**src/rtl/noekeon_byte_io.sv**
```systemverilog
// -----------------------------------------------------------------------------
// noekeon_byte_io
//
// Byte-serial front end for a Noekeon block-cipher core. Input frames of one
// header byte plus 16 payload bytes are assembled into a 128-bit block and
// handed to the core with a single-cycle key or data write strobe. After a data
// write, the block waits for the core to go idle and then streams the 128-bit
// result back out as 16 bytes, most significant byte first.
//
// Ports
//   inClk, inReset         clock (rising edge) and async active-high reset
//   inByteValid/inByteData input byte stream, accepted with outByteReady
//   outTxValid/outTxData   output byte stream, transferred with inTxReady
//   outCoreKeyWr           one-cycle key write strobe to the core
//   outCoreDataWr          one-cycle data write strobe to the core
//   outCoreBlock           assembled 128-bit block for the core key/data input
//   outCoreMode            0 = direct key mode, 1 = indirect key mode
//   outCoreDecipher        0 = encrypt, 1 = decrypt
//   inCoreBusy/inCoreData  core busy flag and 128-bit result
//   outBusy                a frame is in progress (not idle)
//   outKeyLoaded           a key frame has completed since reset
//   outError               one-cycle pulse when a data frame arrives before any key
//
// Header byte: bit7 = 1 key / 0 data, bit1 = mode, bit0 = decipher.
// Bits 6..2 carry no meaning and are dropped.
//
// GUARD_CYCLES (1..15) is the number of cycles after a write strobe during
// which inCoreBusy is ignored, covering the core's latency in raising busy.
//
// State table
//   state    | meaning
//   ---------+-----------------------------------------------------------
//   ST_IDLE  | waiting for a header byte
//   ST_LOAD  | shifting in 16 payload bytes
//   ST_WRITE | single cycle: key or data write strobe to the core
//   ST_GUARD | GUARD_CYCLES cycles, core busy flag not yet trusted
//   ST_WAIT  | waiting for the core to drop busy
//   ST_SEND  | streaming the 16 result bytes out
// -----------------------------------------------------------------------------
module noekeon_byte_io #(
    parameter int GUARD_CYCLES = 1
) (
    input  logic         inClk,
    input  logic         inReset,
    input  logic         inByteValid,
    input  logic [7:0]   inByteData,
    output logic         outByteReady,
    output logic         outTxValid,
    output logic [7:0]   outTxData,
    input  logic         inTxReady,
    output logic         outCoreKeyWr,
    output logic         outCoreDataWr,
    output logic [127:0] outCoreBlock,
    output logic         outCoreMode,
    output logic         outCoreDecipher,
    input  logic         inCoreBusy,
    input  logic [127:0] inCoreData,
    output logic         outBusy,
    output logic         outKeyLoaded,
    output logic         outError
);

    localparam logic [2:0] ST_IDLE  = 3'd0;
    localparam logic [2:0] ST_LOAD  = 3'd1;
    localparam logic [2:0] ST_WRITE = 3'd2;
    localparam logic [2:0] ST_GUARD = 3'd3;
    localparam logic [2:0] ST_WAIT  = 3'd4;
    localparam logic [2:0] ST_SEND  = 3'd5;

    localparam logic [3:0] GUARD_LOAD = 4'(GUARD_CYCLES);
    localparam logic [3:0] LAST_BYTE  = 4'd15;

    logic [2:0]   state;
    logic [3:0]   byte_cnt;
    logic [3:0]   guard_cnt;
    logic         frame_is_key;
    logic         core_mode;
    logic         core_decipher;
    logic [127:0] core_block;
    logic [127:0] tx_reg;
    logic         key_loaded;
    logic         error_pulse;

    logic         in_fire;
    logic         tx_fire;

    assign outByteReady    = (state == ST_IDLE) || (state == ST_LOAD);
    assign outTxValid      = (state == ST_SEND);
    assign outTxData       = tx_reg[127:120];
    assign outCoreKeyWr    = (state == ST_WRITE) &&  frame_is_key;
    assign outCoreDataWr   = (state == ST_WRITE) && !frame_is_key;
    assign outCoreBlock    = core_block;
    assign outCoreMode     = core_mode;
    assign outCoreDecipher = core_decipher;
    assign outBusy         = (state != ST_IDLE);
    assign outKeyLoaded    = key_loaded;
    assign outError        = error_pulse;

    assign in_fire = inByteValid && outByteReady;
    assign tx_fire = outTxValid && inTxReady;

    // Frame sequencing. byte_cnt is shared between LOAD and SEND since the
    // two phases never overlap; it wraps 15 -> 0 on its own, so it is back at
    // zero whenever either phase finishes.
    always_ff @(posedge inClk or posedge inReset) begin
        if (inReset) begin
            state         <= ST_IDLE;
            byte_cnt      <= 4'd0;
            guard_cnt     <= 4'd0;
            frame_is_key  <= 1'b0;
            core_mode     <= 1'b0;
            core_decipher <= 1'b0;
            core_block    <= 128'd0;
            tx_reg        <= 128'd0;
            key_loaded    <= 1'b0;
            error_pulse   <= 1'b0;
        end else begin
            error_pulse <= 1'b0;

            case (state)
                ST_IDLE: begin
                    if (in_fire) begin
                        frame_is_key  <= inByteData[7];
                        core_mode     <= inByteData[1];
                        core_decipher <= inByteData[0];
                        byte_cnt      <= 4'd0;
                        state         <= ST_LOAD;
                    end
                end

                ST_LOAD: begin
                    if (in_fire) begin
                        // Big-endian: first payload byte ends up in [127:120].
                        core_block <= {core_block[119:0], inByteData};
                        byte_cnt   <= byte_cnt + 4'd1;
                        if (byte_cnt == LAST_BYTE) begin
                            // Encrypting or decrypting without a key would
                            // hand back garbage, so the frame is dropped.
                            if (!frame_is_key && !key_loaded) begin
                                error_pulse <= 1'b1;
                                state       <= ST_IDLE;
                            end else begin
                                state <= ST_WRITE;
                            end
                        end
                    end
                end

                ST_WRITE: begin
                    guard_cnt <= GUARD_LOAD;
                    state     <= ST_GUARD;
                end

                ST_GUARD: begin
                    // Down-counter; terminal count at 1 gives exactly
                    // GUARD_LOAD cycles in this state.
                    if (guard_cnt <= 4'd1) begin
                        state <= ST_WAIT;
                    end else begin
                        guard_cnt <= guard_cnt - 4'd1;
                    end
                end

                ST_WAIT: begin
                    if (!inCoreBusy) begin
                        if (frame_is_key) begin
                            key_loaded <= 1'b1;
                            state      <= ST_IDLE;
                        end else begin
                            // Result is captured once; the core output may
                            // change freely while the bytes drain.
                            tx_reg   <= inCoreData;
                            byte_cnt <= 4'd0;
                            state    <= ST_SEND;
                        end
                    end
                end

                ST_SEND: begin
                    if (tx_fire) begin
                        tx_reg   <= {tx_reg[119:0], 8'h00};
                        byte_cnt <= byte_cnt + 4'd1;
                        if (byte_cnt == LAST_BYTE) begin
                            state <= ST_IDLE;
                        end
                    end
                end

                default: begin
                    state <= ST_IDLE;
                end
            endcase
        end
    end

endmodule

```
**config.mk**
```make
export PLATFORM = sky130hd
export DESIGN_NAME = noekeon_byte_io
export DESIGN_NICKNAME = d
export VERILOG_FILES = /design/src/rtl/noekeon_byte_io.sv
export SDC_FILE = /design/constraint.sdc
export NUM_CORES = 1
export LEC_CHECK = 0
export ABC_AREA = 0
export CORE_ASPECT_RATIO = 1.75
export CORE_MARGIN = 2
export CORE_UTILIZATION = 55
export CTS_CLUSTER_SIZE = 14
export DETAILED_ROUTE_END_ITERATION = 7
export GPL_ROUTABILITY_DRIVEN = 1
export HOLD_SLACK_MARGIN = 0.08
export PLACE_DENSITY = 0.92
export SYNTH_ARGS = -nofsm -noshare
export SYNTH_HDL_FRONTEND = slang
export SYNTH_SLANG_ARGS = --single-unit
export TNS_END_PERCENT = 50
```
**constraint.sdc**
```tcl
create_clock -name inClk -period 25.5 [get_ports inClk]
set_input_delay 5.1 -clock inClk [delete_from_list [all_inputs] [get_ports inClk]]
set_output_delay 5.1 -clock inClk [all_outputs]
set_load 0.01 [all_outputs]
```
======== After elaboration in Yosys (flattened, before gate mapping) ========
Cells that the tools add are included.
word-level totals
  bits in registers ....................... 272
  logic and storage cells ................. 75
  output and inout bits ................... 145
  input port bits ......................... 141
operators by class
  equal/unequal tests ..................... 15
  add/subtract/negate cells ............... 2
  muxes and demuxes ....................... 26
  bitwise logic cells ..................... 1
  $lt $le $gt $ge ......................... 1
  reduce and logical (&&, ||, !) cells .... 20
operators with widths
  cell                                                                   number
  128-bit 2-to-1 mux                                                     3
  128-bit one-hot mux with 2 select lines                                1
  3-bit 2-to-1 mux                                                       8
  4-bit 2-to-1 mux                                                       6
  3-bit one-hot mux with 6 select lines                                  1
  4-bit one-hot mux with 4 select lines                                  1
  2-bit != test, second input constant                                   6
  4-bit one-hot mux with 2 select lines                                  1
  7-bit AND reduction                                                    1
  3-bit by 2-bit == test with 1-bit output, second input constant        2
  3-bit == test, second input constant                                   2
  2-bit by 1-bit != test with 1-bit output, second input constant        3
  2-bit AND reduction                                                    3
  6-bit AND reduction                                                    1
  1-bit logical AND                                                      5
  4-bit by 1-bit adder with 4-bit output, second input constant          1
  4-bit == test, second input constant                                   1
  4-bit by 1-bit <= comparator with 1-bit output, second input constant  1
  1-bit 2-to-1 mux                                                       4
  4-bit AND reduction                                                    1
  2-bit nonzero test                                                     2
  4-bit nonzero test                                                     1
  4-bit by 1-bit subtractor with 4-bit output, second input constant     1
  3-bit by 1-bit == test with 1-bit output, second input constant        1
  other kinds (7)                                                        8

======== Longest topological paths before layout ========
  word-level depth ........................ 6
  depth in mapped cells ................... 6
  gate-level depth less buffers ........... 5

======== Worst setup path after synthesis ========
OpenSTA, ideal clock, no wires.
  kind .................................... input to register
  from .................................... in inCoreBusy
  to ...................................... reg tx_reg[100]
  slack ................................... 19.128 ns
  library setup time ...................... 0.125 ns
  path buffers ............................ 2
  arrival time ............................ 6.247 ns
  data required time ...................... 25.375 ns
  stages on the path ...................... 5
  path through ............................ or3_4 a21oi_4 buf_12 buf_12 mux2_4
on the way
  word-level cells in the longest chain between the ends .. 2
RTL lines
  what                           RTL line  RTL
  start: declaration             56        input logic inCoreBusy,
  2-bit != test (no line)        --
  4-bit AND reduction (no line)  --
  end signal: assignment         172       tx_reg <= inCoreData;
  end signal: assignment         181       tx_reg <= {tx_reg[119:0], 8'h00};
  end: declaration               80        logic [127:0] tx_reg;
No other way between the ends.
A chain may end at the register's enable or synchronous reset.

======== Worst setup path after layout ========
  from .................................... reg state[0]
  to ...................................... out outTxValid
on the way
  word-level cells in the longest chain between the ends .. 1
RTL lines
  what                      RTL line  RTL
  start: declaration        73        logic [2:0] state;
  start signal: assignment  107       state <= ST_IDLE;
  start signal: assignment  127       state <= ST_LOAD;
  start signal: assignment  141       state <= ST_IDLE;
  3-bit == test             88        assign outTxValid = (state == ST_SEND);
  end: declaration          48        output logic outTxValid,
No other way between the ends.

==> out/results.ini <==
[status]
status=completed

[job]
drv_cap=0

[logic_synthesis]
synth.distinct_cells=50
synthCells=806
synth.largest_area_cell=dfrtp_1
synth_area_um2=12620
synth_edf_count=0
yosysMostFrequentCell=dfrtp_1
ys_top_cells_by_count=dfrtp_1, mux2_2, mux2_4, mux2_1, inv_1
netlist.area_leader.share_pct=53.93
synth.area.top_cells=dfrtp_1, mux2_2, mux2_4
synthArstFlopShare_pct=100.0
synth_seq_cells=272
synthFlopType=dfrtp_1
syn_nets=950
synth.avg_cell_area_um2=15.66
yosysSeqAreaShare_pct=53.93
yosys_warnings=0

[timing]
hold_violations=0
worst_slew_margin_rel_pct=24.06
setup_violations=0
rsz0062_at_grt=no
finClkSkew_ns=0.01362
fmax_ghz=0.1266
setup_ws_ns=17.60
finalSetupTns_ns=0
fin_crit_sh_pct=30.97
tightest_slew_ns=1.139
slew_viol_final=0
period_needed_ns=7.896

[clock_network]
htreeDepth=1
postCtsHoldBufs=0
cts.sinks=272
clk_pin_slew_ns=0.06
cts_resized=0
insertion_delay_ns=0.53
ctsLongestPathBuffers=3
cts_setup_buffers=0
cts_made_buffers=25
cts_root_buffer=clkbuf_16
cts_tree=built

[place]
dp_hpwl_um=19250
pre_cts_ws_ns=17.57
portBuffers=285
routabilityCongestion=0.7919
dp_cells=1341

[worst_setup_path]
worstPathRequired_ns=20.40
slowest_delay_ns=0.76
critPathBufInv=2
crit_fanout=55
start_kind=register
endpoint_kind=output pin
arrival_ns=2.80
path_class=register to output pin
path_cells=nand3b_4 -> inv_1 -> clkdlybuf4s50_1
crit_family=simple AND/OR/NAND/NOR gates
critPathSlowestCell=nand3b_4

[routing]
viasPerCell=5.410
drt_pre_antenna_iters=5
wire_per_inst_um=20.89
routed_wirelength_um=28960
antenna_left=0
drt_iter0_markers=436
drcViolationCount=0
vias=7498

[floorplan]
dieArea_um2=24220
num_rows=73
io_pins=286
coreArea_um2=22650
start_util_pct=55.72
die_y_um=204.4
dieWidth_um=118.5

[power_and_ir_drop]
p_total_mw=2.175
power.density_nw_per_um2=134.2
leakage_nw=7.256
ir_drop_mv=0.09459

[final_layout]
fin_nets=1212
area_growth_pct=28.44
fin_cells=1386
layout-drive-gt1-share_pct=31.15

[global_routing]
grt_pass1_wl_um=45750
gr-usage-met3_pct=7.310
grt_overflow=0
gr-max-usage-layer=met2
antenna_found_initial=1
first_global_vias=8186
gr-usage-met1_pct=28.28
gr-usage-met2_pct=41.54
grt_max_degree=130
track_usage_pct=23.80

[worst_hold_path]
min_path_type=register to register

[metrics by stage]
stage	hold WS, ns	area, µm²	utilization, %
2_1_floorplan	0.4732	12620	-
3_3_place_gp	0.4829	15390	67.94
3_5_place_dp	0.4869	15390	67.94
4_1_cts	0.5058	16210	71.55
5_1_grt	0.5192	16210	71.56
6_report	0.5028	16210	71.56
[area by class of cell]
cell class / instances / area, µm²
Timing Repair Buffer: 292 / 2918
Antenna cell: 1 / 2.502
Tap cell: 300 / 375.4
Multi-Input combinational cell: 458 / 5211
Clock inverter: 6 / 83.83
Clock buffer: 38 / 734.5
Inverter: 19 / 78.83
Sequential cell: 272 / 6807
Fill cell: 1470 / 6441
[placed cells by master (no fill, tap or decap), types with 7 or more instances in the layout]
cell / netlist / routed
dfrtp_1: 272 / 272
clkbuf_1: 9 / 7
mux2_4: 112 / 112
nor2_1: 8 / 8
clkdlybuf4s50_1: 0 / 285
nand4_1: 8 / 8
mux2_2: 171 / 171
inv_1: 18 / 17
o21ai_0: 9 / 9
clkbuf_16: 0 / 25
mux2_1: 89 / 89
[path summary, 6_finish.rpt]
kind,from,to,slack (ns),cells after the start
max in group asynchronous,inReset,tx_reg[111]$_DFFE_PP0P_,18.81,3
min in group asynchronous,inReset,outCoreBlock[47]$_DFFE_PP0P_,5.17,2
hold / removal,tx_reg[66]$_DFFE_PP0P_,tx_reg[66]$_DFFE_PP0P_,0.50,1
setup reg to reg,state[0]$_DFFE_PP0P_,outCoreBlock[114]$_DFFE_PP0P_,22.36,5
setup / recovery,state[0]$_DFFE_PP0P_,outTxValid,17.60,3
hold reg to reg,tx_reg[66]$_DFFE_PP0P_,tx_reg[66]$_DFFE_PP0P_,0.50,1
[logic make-up after synthesis]
family / Yosys count / share of synthesized area [%]
AO/OA/AOI/OAI: 33 / 1.973
adder cells (fa/ha/maj): 3 / 0.2974
buffers and inverters: 76 / 4.897
flip-flops: 272 / 53.93
multiplexers: 373 / 36.60
AND/OR/NAND/NOR: 49 / 2.300
[report_power, final]
| group | internal (mW) | total, mW | switching, mW |
|---|---|---|---|
| combinational | 0.645 | 1.04 | 0.397 |
| clock | 0.218 | 0.377 | 0.159 |
| sequential | 0.621 | 0.756 | 0.135 |
| total | 1.48 | 2.18 | 0.691 |
[worst reg2reg max path: cells and delay by family, from the launching register on]
kind	cells	cell delay [ns]
DFF	1	0.75
and+or+nand+nor	2	0.36
buffers and inverters	2	1.40
muxes	1	0.51
[per-layer routing]
layer  up-vias  part of all wire (%)  routed length, µm
met5         -                     0                  0
met4         0                   2.3                674
met3        41                   8.3               2403
met2       274                    51              14690
met1      3776                    39              11190
li1       3407                     -                  -
(Power assumes the default switching activity.)
